<file path="config.mk">
export PLATFORM = sky130hd
export DESIGN_NAME = rr_arbiter4
export DESIGN_NICKNAME = d
export VERILOG_FILES = /design/src/rtl/rr_arbiter4.sv
export SDC_FILE = /design/constraint.sdc
export NUM_CORES = 1
export LEC_CHECK = 0
export CAP_MARGIN = 10
export CORE_AREA = 4 4 44 46
export CTS_CLUSTER_DIAMETER = 150
export DETAILED_ROUTE_END_ITERATION = 10
export DIE_AREA = 0 0 48 50
export PLACE_DENSITY = 0.73
export SETUP_SLACK_MARGIN = 0.4
export SYNTH_ARGS = -nofsm -noshare
export SYNTH_HDL_FRONTEND = slang
export SYNTH_SLANG_ARGS = --single-unit
</file>
<file path="constraint.sdc">
create_clock -name clk -period 2.25 [get_ports clk]
set_input_delay 0.3375 -clock clk [delete_from_list [all_inputs] [get_ports clk]]
set_output_delay 0.3375 -clock clk [all_outputs]
set_load 0.005 [all_outputs]
</file>
<file path="src/rtl/rr_arbiter4.sv">
// Four-way round-robin arbiter driving a 4:1 mux select with a bounded hold time.
// Optional ARB_LOCK_EN adds a lock input that lets the owner exceed HOLD_MAX.
module rr_arbiter4 #(
    parameter int HOLD_MAX = 4,
    parameter int CW       = 4
) (
    input  logic       clk,
    input  logic       reset,
    input  logic [3:0] req,
`ifdef ARB_LOCK_EN
    input  logic       lock,
`endif
    output logic [3:0] grant,
    output logic [1:0] sel,
    output logic       busy
);

    typedef enum logic [0:0] {
        ST_IDLE = 1'b0,
        ST_OWN  = 1'b1
    } state_t;

    state_t          state_q, state_d;
    logic [1:0]      ptr_q, ptr_d;
    logic [CW-1:0]   cnt_q, cnt_d;
    logic [3:0]      grant_q, grant_d;
    logic [1:0]      sel_q, sel_d;
    logic            busy_q, busy_d;

    logic            pick_vld_s;
    logic [1:0]      pick_s;
    logic            at_max_s;
    logic            limit_hit_s;
    logic            owner_req_s;

    // Rotating priority scan starting at ptr_q; first active request wins.
    always_comb begin
        pick_vld_s = 1'b0;
        pick_s     = ptr_q;
        for (int k = 0; k < 4; k++) begin
            if (!pick_vld_s && req[2'(ptr_q + 2'(k))]) begin
                pick_vld_s = 1'b1;
                pick_s     = 2'(ptr_q + 2'(k));
            end else begin
                pick_vld_s = pick_vld_s;
            end
        end
    end

    // Hold-limit detection; a held lock masks the limit while owning.
    always_comb begin
        at_max_s    = (cnt_q == CW'(HOLD_MAX));
        owner_req_s = req[sel_q];
`ifdef ARB_LOCK_EN
        limit_hit_s = at_max_s && !lock;
`else
        limit_hit_s = at_max_s;
`endif
    end

    // Next-state and registered-output computation.
    always_comb begin
        state_d = state_q;
        ptr_d   = ptr_q;
        cnt_d   = cnt_q;
        grant_d = grant_q;
        sel_d   = sel_q;
        busy_d  = busy_q;
        case (state_q)
            ST_IDLE: begin
                if (pick_vld_s) begin
                    grant_d = 4'b0001 << pick_s;
                    sel_d   = pick_s;
                    busy_d  = 1'b1;
                    cnt_d   = CW'(1);
                    state_d = ST_OWN;
                end else begin
                    grant_d = 4'b0000;
                    busy_d  = 1'b0;
                end
            end
            ST_OWN: begin
                if (!owner_req_s || limit_hit_s) begin
                    // Release always passes through one idle cycle.
                    grant_d = 4'b0000;
                    busy_d  = 1'b0;
                    ptr_d   = sel_q + 2'd1;
                    cnt_d   = CW'(0);
                    state_d = ST_IDLE;
                end else if (at_max_s) begin
                    cnt_d = cnt_q;
                end else begin
                    cnt_d = cnt_q + CW'(1);
                end
            end
            default: begin
                grant_d = 4'b0000;
                busy_d  = 1'b0;
                cnt_d   = CW'(0);
                state_d = ST_IDLE;
            end
        endcase
    end

    // State and output registers with asynchronous reset.
    always_ff @(posedge clk or posedge reset) begin
        if (reset) begin
            state_q <= ST_IDLE;
            ptr_q   <= 2'd0;
            cnt_q   <= CW'(0);
            grant_q <= 4'b0000;
            sel_q   <= 2'd0;
            busy_q  <= 1'b0;
        end else begin
            state_q <= state_d;
            ptr_q   <= ptr_d;
            cnt_q   <= cnt_d;
            grant_q <= grant_d;
            sel_q   <= sel_d;
            busy_q  <= busy_d;
        end
    end

    assign grant = grant_q;
    assign sel   = sel_q;
    assign busy  = busy_q;

endmodule

</file>
# == Word-level counts from Yosys, hierarchy flattened ==
# Cells that the tools add are included.
# totals
register_bits,14
latch_bits,0
ram_bits,0
rom_bits,0
inputBits,6
output_inout_bits,7
elab_cells,62
n_memories,0
# classes
n_addsub,5
n_mul,0
div,0
n_lt_le_gt_ge,5
eq_ne,4
shifts,1
muxes,29
bitwise_logic,1
n_reduce_logical,11
# ops
cell,count
$mux 4,5
$pmux 4 s2,2
$lt 2x3->1 const B,5
$mux 1,12
$bmux 1 s2,5
$mux 2,3
$reduce_and 2->1,3
$add 2x1->2 const B,2
$add 2x2->2 const B,2
$add 4x1->4 const B,1
$eq 4x3->1 const B,1
$logic_not 1->1,4
$pmux 1 s2,2
$shl 1x2->4 const A,1
$logic_and 1x1->1,3
$ne 3x2->1 const B,1
$ne 2x1->1 const B,1
$ne 2x2->1 const B,1
$logic_or 1x1->1,1
$not 1->1,1

# == Logic depth before layout (Yosys ltp) ==
# depth
word_depth,15
ltp_mapped,7
depth_no_buf,6

# == Worst setup path after synthesis ==
# OpenSTA, ideal clock, no wires.
# synth_timing
path_type,reg-to-reg
from,"register sel_q[0], in the netlist sel[0]"
to,"register grant_q[0], in the netlist grant[0]"
setup_ns,0.121
t_arrival_ns,1.477
required_time_ns,2.129
slack_ns,0.652
path_stages_with_launch,5
path_buffers,1
period_less_slack_ns,1.598
cell_sequence,dfrtp_1 mux4_2 and3_1 buf_6 a22o_1
# synth_between
elab_chain_len,5
# synth_lines
element,line,text
"start, declared",27,"logic [1:0] sel_q, sel_d;"
"start signal, assigned",119,sel_q <= sel_d;
$bmux 1 s2,53,owner_req_s = req[sel_q];
$mux 1 (not written as such),53,
$logic_not 1->1,83,if (!owner_req_s || limit_hit_s) begin
$logic_or 1x1->1,83,
$ne 2x1->1 (no line),--,
"end signal, assigned",118,grant_q <= grant_d;
"end, declared",26,"logic [3:0] grant_q, grant_d;"
# No other way between the ends. The select of a mux whose other input is x is not followed.
# A chain may end at the register's enable or synchronous reset.

# == Worst setup path after layout ==
# layout_timing
from,input port req[1]
to,register cnt_q[1]
# layout_between
elab_chain_len,14
word_cells_on_any_way,27
classes_between,2 x eq/ne; 16 x mux; 9 x reduce/logical
# layout_lines
element,line,text
"start, declared",9,"input logic [3:0] req,"
$bmux 1 s2,41,if (!pick_vld_s && req[2'(ptr_q + 2'(k))]) begin
$mux 1 (not written as such),41,
$mux 1,41,
$logic_not 1->1,41,
$logic_and 1x1->1,41,
$mux 1,41,
$logic_not 1->1,41,
$logic_and 1x1->1,41,
$mux 1,41,
$logic_not 1->1,41,
$logic_and 1x1->1,41,
$mux 1,41,
$ne 2x2->1 (no line),--,
$reduce_and 2->1 (no line),--,
"end signal, assigned",117,cnt_q <= cnt_d;
"end, declared",25,"logic [CW-1:0] cnt_q, cnt_d;"
# Several ways; a longest one is shown, not always the timed one. The select of a mux whose other input is x is not followed.

==> results.json <==
{
  "status": "completed",
  "slew-limit-headroom": 0.654,
  "power_mw": 1.12,
  "hp-class": "in2async",
  "layout_commonest_cell": "dfrtp_1",
  "synthToLayoutAreaGrowth_pct": 24.5,
  "synthMuxAreaShare": 0.0460,
  "yosysSeqAreaShare": 0.477,
  "fin_skew_ns": 0.0127,
  "seqCellArea_um2": 350,
  "grt_pass1_wl_mm": 2.53,
  "async_flop_share": 1.00,
  "stdcell_area_um2": 915,
  "cp.required_ns": 2.42,
  "cts_made_buffers": 3,
  "grt_max_degree": 15,
  "place_area_um2": 878,
  "setup_tns_ns": 0,
  "fin_cells": 103,
  "synth-seq-cells": 14,
  "grt_pass1_vias": 568,
  "synth-warning-count": 0,
  "synthSimpleGateAreaFrac": 0.164,
  "rows": 14,
  "synth_xor_xnor_area_share": 0.0239,
  "maxCapViolations": 0,
  "track_usage": 0.147,
  "finalCritPeriodShare": 0.774,
  "syn-num-nets": 78,
  "htreeDepth": 1,
  "via_per_inst": 5.88,
  "num-nets-final": 96,
  "clock_path_buffers": 2,
  "diodes": 0,
  "synth_area_leader_cell": "dfrtp_1",
  "cts-resized-gates": 0,
  "synth_ff_type": "dfrtp_1",
  "start_util": 0.488,
  "antenna_found_initial": 0,
  "post_synth_instance_area_um2": 734,
  "multi_input_area_um2": 358,
  "layout_common_cells": "dfrtp_1 (14), clkdlybuf4s50_1 (12), nor2_1 (5), a21oi_1 (5), o21ai_0 (5)",
  "worst_setup_path_start_kind": "primary input",
  "setup_violations": 0,
  "clkLatencyLatePin_ns": 0.29,
  "synth-edff-count": 0,
  "gp_congestion": 0.783,
  "worstMarginPinSlew_ns": 0.518,
  "holdWs_ns": 0.368,
  "core-area_um2": 1510,
  "rsz0062_at_grt": "false",
  "drv_slew": 0,
  "finalWirelength_mm": 1.50,
  "overflow": 0,
  "syn_area_per_cell_um2": 10.5,
  "timing.critical_path.fanout_max": 8,
  "cts_root_buf": "clkbuf_4",
  "io_buffers": 12,
  "synth-compound-area-share": 0.220,
  "wl_per_cell_um": 14.5,
  "postCtsSetupBuffers": 0,
  "cellPowerDensity_nw_per_um2": 1220,
  "tritoncts": "built",
  "endpoint_kind": "register",
  "synth_cell_types": 30,
  "rr_worst_depth": 3,
  "synthAdderAreaFrac": 0.0341,
  "die_h_um": 50,
  "synthTopCellsByArea": "dfrtp_1 (48%), a22o_1 (3.6%), a21oi_1 (3.4%)",
  "layout_setup_ws_ns": 0.510,
  "drive_above_1_share": 0.126,
  "drtPass1Iterations": 4,
  "post-route-util": 0.607,
  "fillerInstances": 134,
  "die_x_um": 48,
  "max_freq_mhz": 575,
  "crit_arrival_ns": 1.91,
  "vias": 606,
  "netlist_instances": 70,
  "critPathKind": "in2reg",
  "ant_nets": 0,
  "period_needed_ns": 1.74,
  "io_pins": 13,
  "synth_top_family_by_area": "compound AO/OA/AOI/OAI gates",
  "place_ws_ns": 0.212,
  "r2r_slack_ns": 0.59,
  "yosys.area.top_type_share": 0.477,
  "cts_sinks": 14,
  "drc": 0,
  "p_leak_nw": 0.403,
  "ctsHoldBuffers": 0,
  "fp.dieArea_um2": 2400,
  "placed_cells": 99,
  "hold_violations": 0,
  "clk_pin_slew_ns": 0.10,
  "irDropWorstVdd_uv": 698,
  "drt-initial-drc-count": 41
}
==> cell type report <==
cell class,count,share of cell area
multi-input combinational,51,0.391
sequential,14,0.383
timing repair buffer,14,0.148
clock buffer,4,0.0397
tap,16,0.0219
inverter,4,0.0164
==> routing by layer <==
layer  track usage  vias up  routed length [um]
met1         0.233      287                 739
met3        0.0327        6                  78
li1              -      294                   -
met5             0        -                   0
met4        0.0673        0                  31
met2         0.183       19                 646
==> critical path, stage by stage <==
cell and delay (ns):
clkdlybuf4s50_1 0.52, mux4_2 0.53, and3_1 0.27, a22o_1 0.26
==> synth_stat cells (2+ instances only) <==
cell type	instances
dfrtp_1	14
a21oi_1	5
nor2_1	5
o21ai_0	5
inv_1	4
nand2_1	4
a22o_1	3
nor2b_1	3
ha_1	2
nand3_1	2
nand3b_1	2
o22a_1	2
xnor2_1	2
==> power by group <==
group          leakage, nW  switching, mW  internal [mW]  total (mW)
Sequential           0.176          0.105          0.355       0.460
Combinational        0.206          0.204          0.266       0.470
Clock               0.0210         0.0877         0.0985       0.186
Total                0.403          0.397          0.719        1.12
==> path summary, 6_finish.rpt <==
check / from / end
min: reset / sel[1]
max in group asynchronous: reset / grant[1]
max: req[1] / cnt_q[1]
min reg2reg: grant[1] / grant[1]
min in group clk: grant[1] / grant[1]
max reg2reg: sel[0] / cnt_q[1]
==> cells by family after synthesis <==
| family | after synthesis |
|---|---|
| and+or+nand+nor | 22 |
| adders and majority gates | 2 |
| muxes | 2 |
| DFF | 14 |
| buffers and inverters | 5 |
| xor gates and xnor gates | 2 |
| AOI/OAI and AO/OA | 23 |
==> registers in the layout (all words and copies together), names as in the netlist <==
name	flops
cnt_q	4
grant	4
ptr_q	2
sel	2
busy	1
state_q	1
Power figures use the tool's default switching activity.
